### config.mk
export PLATFORM = sky130hd
export DESIGN_NAME = timing_sequencer
export DESIGN_NICKNAME = d
export VERILOG_FILES = /design/src/rtl/timing_sequencer.sv
export SDC_FILE = /design/constraint.sdc
export NUM_CORES = 1
export LEC_CHECK = 0
export CAP_MARGIN = 20
export CORE_AREA = 2 2 57 59
export DETAILED_ROUTE_END_ITERATION = 10
export DIE_AREA = 0 0 59 61
export MAX_ROUTING_LAYER = met4
export PLACE_DENSITY = 0.82
export SLEW_MARGIN = 5
export SYNTH_ARGS = -nofsm -noshare
export SYNTH_HDL_FRONTEND = slang
export SYNTH_SLANG_ARGS = --single-unit
### constraint.sdc
create_clock -name clk -period 4.8 [get_ports clk]
set_input_delay 1.44 -clock clk [delete_from_list [all_inputs] [get_ports clk]]
set_output_delay 1.44 -clock clk [all_outputs]
set_load 0.05 [all_outputs]
### src/rtl/timing_sequencer.sv
// timing_sequencer
//   Generates the one-hot T-state vector for the accumulator CPU control path.
//   It holds the vector while waiting for user input (enter) or for a memory
//   block transfer (STD/LDD), and it counts retired instructions. When
//   preemptive scheduling is enabled, it requests a context switch every
//   QUANTUM instructions.
//
//   Parameters
//     N_T        number of T-states (4..16)
//     QUANTUM_W  width of the retired-instruction counter
//     QUANTUM    instructions per time slice (1..2**QUANTUM_W)
//
//   Ports
//     clk, rst_n          clock; synchronous active-low reset
//     halt                HLT decoded, stops sequencing until reset
//     go_t0               current T is the last step of the instruction
//     in_req, enter       input request from decoder / user data present
//     tr_req, tr_dir      block transfer start, 0 = STD, 1 = LDD
//     tr_done             memory controller finished the transfer
//     sched_en, ctx_ack   scheduling enable / scheduler switched context
//     t, t_idx            one-hot T-state and its binary index
//     read                waiting for enter
//     tr_std, tr_ldd      one-cycle transfer start pulses
//     stall, halted       state != RUN / state == HALTED
//     instr_cnt           instructions retired in the current slice
//     ctx_req             context switch requested, held until ctx_ack
//
//   All outputs are registered.
//
//   state   | meaning
//   --------+--------------------------------------------------
//   RUN     | T-state advances or retires every cycle
//   WAIT_IN | T held, read = 1, waiting for enter
//   WAIT_TR | T held, waiting for tr_done from memory controller
//   CTX     | T held at T0, ctx_req = 1, waiting for ctx_ack
//   HALTED  | t = 0, left only through reset
module timing_sequencer #(
   parameter int N_T       = 10,
   parameter int QUANTUM_W = 4,
   parameter int QUANTUM   = 8
) (
   input  logic                   clk,
   input  logic                   rst_n,
   input  logic                   halt,
   input  logic                   go_t0,
   input  logic                   in_req,
   input  logic                   enter,
   input  logic                   tr_req,
   input  logic                   tr_dir,
   input  logic                   tr_done,
   input  logic                   sched_en,
   input  logic                   ctx_ack,
   output logic [N_T-1:0]         t,
   output logic [$clog2(N_T)-1:0] t_idx,
   output logic                   read,
   output logic                   tr_std,
   output logic                   tr_ldd,
   output logic                   stall,
   output logic                   halted,
   output logic [QUANTUM_W-1:0]   instr_cnt,
   output logic                   ctx_req
);

   localparam int                   TW      = $clog2(N_T);
   localparam logic [N_T-1:0]       T0      = N_T'(1);
   localparam logic [QUANTUM_W-1:0] CNT_MAX = QUANTUM_W'(QUANTUM - 1);

   typedef enum logic [2:0] {
      RUN,
      WAIT_IN,
      WAIT_TR,
      CTX,
      HALTED
   } state_t;

   // What happens to the T-vector on the coming edge.
   typedef enum logic [1:0] {
      ACT_HOLD,
      ACT_RETIRE,
      ACT_ADVANCE,
      ACT_CLEAR
   } act_t;

   state_t                 state_q, state_d;
   act_t                   act;
   logic                   retire_pend_q, retire_pend_d;
   logic [N_T-1:0]         t_q, t_d;
   logic [TW-1:0]          t_idx_q, t_idx_d;
   logic                   read_q, read_d;
   logic                   tr_std_q, tr_std_d;
   logic                   tr_ldd_q, tr_ldd_d;
   logic                   stall_q, stall_d;
   logic                   halted_q, halted_d;
   logic [QUANTUM_W-1:0]   instr_cnt_q, instr_cnt_d;
   logic                   ctx_req_q, ctx_req_d;

   logic                   retire_now;
   logic                   quantum_end;

   // The last T-state always retires. It is folded into the pending flag, so
   // a stall taken at T(N_T-1) still wraps back to T0 afterwards.
   assign retire_now  = go_t0 | t_q[N_T-1];
   assign quantum_end = (instr_cnt_q == CNT_MAX);

   always_ff @(posedge clk) begin
      if (!rst_n) begin
         state_q       <= RUN;
         retire_pend_q <= 1'b0;
         t_q           <= T0;
         t_idx_q       <= '0;
         read_q        <= 1'b0;
         tr_std_q      <= 1'b0;
         tr_ldd_q      <= 1'b0;
         stall_q       <= 1'b0;
         halted_q      <= 1'b0;
         instr_cnt_q   <= '0;
         ctx_req_q     <= 1'b0;
      end else begin
         state_q       <= state_d;
         retire_pend_q <= retire_pend_d;
         t_q           <= t_d;
         t_idx_q       <= t_idx_d;
         read_q        <= read_d;
         tr_std_q      <= tr_std_d;
         tr_ldd_q      <= tr_ldd_d;
         stall_q       <= stall_d;
         halted_q      <= halted_d;
         instr_cnt_q   <= instr_cnt_d;
         ctx_req_q     <= ctx_req_d;
      end
   end

   always_comb begin
      state_d       = state_q;
      act           = ACT_HOLD;
      retire_pend_d = retire_pend_q;
      unique case (state_q)
         RUN: begin
            if (halt) begin
               state_d = HALTED;
               act     = ACT_CLEAR;
            end else if (tr_req) begin
               state_d       = WAIT_TR;
               retire_pend_d = retire_now;
            end else if (in_req && !enter) begin
               state_d       = WAIT_IN;
               retire_pend_d = retire_now;
            end else if (retire_now) begin
               act = ACT_RETIRE;
            end else begin
               act = ACT_ADVANCE;
            end
         end
         WAIT_IN: begin
            if (enter) begin
               state_d = RUN;
               act     = retire_pend_q ? ACT_RETIRE : ACT_ADVANCE;
            end
         end
         WAIT_TR: begin
            if (tr_done) begin
               state_d = RUN;
               act     = retire_pend_q ? ACT_RETIRE : ACT_ADVANCE;
            end
         end
         CTX: begin
            if (ctx_ack) begin
               state_d = RUN;
            end
         end
         HALTED: begin
            state_d = HALTED;
         end
         default: begin
            state_d = RUN;
         end
      endcase
      // The retire that closes a time slice parks the sequencer at T0.
      if (act == ACT_RETIRE && quantum_end && sched_en) begin
         state_d = CTX;
      end
   end

   always_comb begin
      t_d         = t_q;
      instr_cnt_d = instr_cnt_q;
      unique case (act)
         ACT_CLEAR:   t_d = '0;
         ACT_RETIRE: begin
            t_d         = T0;
            instr_cnt_d = quantum_end ? '0 : instr_cnt_q + QUANTUM_W'(1);
         end
         ACT_ADVANCE: t_d = t_q << 1;
         default:     t_d = t_q;
      endcase

      t_idx_d = '0;
      for (int i = 0; i < N_T; i++) begin
         if (t_d[i]) begin
            t_idx_d = TW'(i);
         end
      end

      read_d    = (state_d == WAIT_IN);
      stall_d   = (state_d != RUN);
      halted_d  = (state_d == HALTED);
      ctx_req_d = (state_d == CTX);
      // The start pulses fire only on the RUN -> WAIT_TR transition, so they
      // cover exactly the first WAIT_TR cycle.
      tr_std_d  = (state_q == RUN) && (state_d == WAIT_TR) && !tr_dir;
      tr_ldd_d  = (state_q == RUN) && (state_d == WAIT_TR) && tr_dir;
   end

   assign t         = t_q;
   assign t_idx     = t_idx_q;
   assign read      = read_q;
   assign tr_std    = tr_std_q;
   assign tr_ldd    = tr_ldd_q;
   assign stall     = stall_q;
   assign halted    = halted_q;
   assign instr_cnt = instr_cnt_q;
   assign ctx_req   = ctx_req_q;

endmodule

==> reports/qor.yml <==
yosys:
  synth-seq-area-share_pct: 43.3
  synth-edff-count: 0
  ys.flop_type: "dfxtp_1"
  synth_top_family_by_area: "simple AND/OR/NAND/NOR gates"
  yosysWarnings: 0
  syn_area_per_cell_sq_um: 9.51
  synth-simple-area-share_pct: 24.4
  syn_nets: 148
  synth_mux_area_share_pct: 3.09
  synthArstFlopShare_pct: 0
  synth_fa_ha_area_share_pct: 0.967
  syn_inst: 136
  synth_compound_area_share_pct: 23.1
  synth_area_sq_mm: 0.00129
  synth_seq_cells: 28
  ys_types: 45
  synth_xor_area_share_pct: 0.677
critical_path:
  cpPeakStageDelay_ns: 0.70
  crit_required_ns: 5.06
  rrSetupSlack_ns: 2.56
  crit_slowest_cell: "a21oi_1"
  cp_top_family: "compound AO/OA/AOI/OAI gates"
  cp-start-kind: "input pin"
  critical_path_class: "in2reg"
  crit_chain: "clkdlybuf4s50_1, and2b_2, o21bai_1, a21oi_1, a222oi_1, nand2b_1, a21oi_1"
  path_buf_inv: 1
  endpoint_kind: "flip-flop"
  r2r_cells: 6
  worstReg2RegEnd: "t_idx[1]$_SDFF_PP0_"
  worstPathMaxFanout: 13
  worst_ep_arrival_time_ns: 3.59
  worstReg2RegStart: "state_q[0]$_SDFF_PN0_"
  cpMostUsedCell: "a21oi_1"
power_and_ir_drop:
  powerDensity_mw_per_mm2: 282
  vdd_drop_max_mv: 0.107
  p_leak_nw: 0.607
routing:
  drtIter0Drc: 47
  wire_per_inst_um: 13.2
  vias: 1102
  dr.pass1.iters: 5
  vias_per_cell: 5.48
  wirelength_mm: 2.65
  post-route-drc-count: 0
  ant_nets: 0
global_routing:
  grt_overflow: 0
  antenna_found_initial: 0
  grt_use_total_pct: 16.2
  grt_pass1_vias: 1005
  grt_max_degree: 24
  grt_pass1_wl_mm: 4.24
min_path:
  worstHoldPathCells: 2
  hp-start: "instr_cnt[3]$_SDFFE_PN0N_"
  hold_class: "reg2reg"
  hold_end: "instr_cnt[3]$_SDFFE_PN0N_"
clock_tree:
  cts.sinks: 28
  post_cts_resized: 0
  ctsHoldBuffers: 0
  cts_root_buf: "clkbuf_4"
  h-tree-depth: 1
  postCtsSetupBuffers: 0
  cts_tree: "yes"
  clk_pin_slew_ns: 0.15
  cts_buffers: 3
  clockBufferDepth: 2
  insertion_delay_ns: 0.33
timing:
  whs_ns: 0.495
  max_slew_margin_pct: 43.5
  worst_pin_slew_ns: 0.847
  finalMaxSlewViolations: 0
  period_share_pct: 69.3
  rsz0062_at_grt: "no"
  setup_violations: 0
  min_period_ns: 3.32
  hold_viol: 0
  fin_skew_ns: 0.00886
  fmax_mhz: 301
  fin_setup_tns_ns: 0
job:
  cap_violations: 0
die:
  core_sq_mm: 0.00295
  fp.dieH_um: 61
  fp.dieW_um: 59
  start_util_pct: 43.8
  ios: 35
  rows: 20
  dieArea_sq_mm: 0.00360
finish:
  mostFrequentLayoutCells: "clkdlybuf4s50_1, dfxtp_1, nor2b_1"
  final_nets: 181
  layoutNonFillerInstCount: 201
  final_common_cell: "clkdlybuf4s50_1"
  antenna_cells: 0
  num-fill-cells: 265
  areaGrowthSynthToFinish_pct: 30.3
  drive_gt1_share_pct: 8.33
placement:
  gp_congestion: 0.819
  portBuffers: 34
  hpwlAfterDp_mm: 1.91
  place_inst: 197
run_status:
  status: "completed"
[per-layer routing]
metal / track usage [%] / wire [um]
met5: - / 0
met2: 26.3 / 1290
met3: 3.20 / 103
met4: 9.09 / 36
met1: 18.5 / 1220
[cell type report]
cell class	instances	area, sq um	area share, %
Inverter	4	15.0	0.891
Clock buffer	3	22.5	1.34
Tap cell	33	41.3	2.45
Clock inverter	1	30.0	1.78
Multi-Input combinational cell	98	676	40.1
Timing Repair Buffer	34	340	20.2
Sequential cell	28	561	33.3
[sequential cells by signal (all words and copies together), names as in the netlist]
name,cells
tr_ldd,1
t_idx,4
read,1
instr_cnt,4
t,10
retire_pend_q,1
state_q,3
tr_std,1
ctx_req,1
halted,1
stall,1
[cells in the mapped netlist (2+ instances only)]
| library cell | count | share of area (%) |
|---|---|---|
| dfxtp_1 | 28 | 43 |
| or3_1 | 2 | 0.97 |
| buf_6 | 2 | 1.7 |
| nand3_1 | 2 | 0.77 |
| a21boi_0 | 2 | 1.2 |
| nand2_1 | 8 | 2.3 |
| a21boi_1 | 2 | 1.2 |
| a21oi_1 | 9 | 3.5 |
| o21ai_0 | 4 | 1.5 |
| nor3_1 | 3 | 1.2 |
| o21bai_1 | 2 | 1.2 |
| or2_2 | 2 | 0.97 |
| inv_1 | 4 | 1.2 |
| mux2i_1 | 4 | 3.1 |
| nand2b_1 | 2 | 0.97 |
| clkbuf_1 | 2 | 0.58 |
| nor2_1 | 9 | 2.6 |
| and2_1 | 2 | 0.97 |
| a22oi_1 | 8 | 4.6 |
| nor2b_1 | 11 | 5.3 |
| nand3b_1 | 2 | 1.2 |
| a222oi_1 | 3 | 2.3 |
[tightest hold or removal path: stages, from the launching register on]
cell      delay [ns]
dfxtp_1         0.35
nand2_1         0.06
a21boi_1        0.05
[worst max-delay path by stage]
stage / to / from / cells after the start / slack [ns]
final: t_idx[1]$_SDFF_PP0_ / enter / 7 / 1.48
after global routing: t_idx[1]$_SDFF_PP0_ / enter / 7 / 1.38
after CTS: t_idx[1]$_SDFF_PP0_ / enter / 7 / 1.52
after detailed placement: t_idx[1]$_SDFF_PP0_ / enter / 7 / 1.16
after global placement: t_idx[1]$_SDFF_PP0_ / enter / 7 / 1.29
after floorplan: t_idx[1]$_SDFF_PP0_ / enter / 6 / 2.07
[logic make-up after synthesis]
logic type                 count (synthesis)
and+or+nand+nor                           52
muxes                                      4
buffers and inverters                     10
xor gates and xnor gates                   1
AOI/OAI and AO/OA                         40
DFF                                       28
adders and majority gates                  1
[report_power, final]
group / total (W) / internal (W) / switching (W)
Combinational: 0.0000758 / 0.0000321 / 0.0000436
Sequential: 0.000247 / 0.000239 / 0.00000748
Clock: 0.000153 / 0.0000845 / 0.0000687
[through the flow]
stage	total power [W]	cell area, sq um	util, %	setup WS, ns
2_1_floorplan	0.000303	1290	-	2.07
3_3_place_gp	0.000325	1630	55.3	1.29
3_5_place_dp	0.000327	1630	55.3	1.16
4_1_cts	0.000481	1690	57.1	1.52
5_1_grt	0.000496	1690	57.1	1.38
6_report	0.000476	1690	57.1	1.48
(Power assumes the default switching activity.)
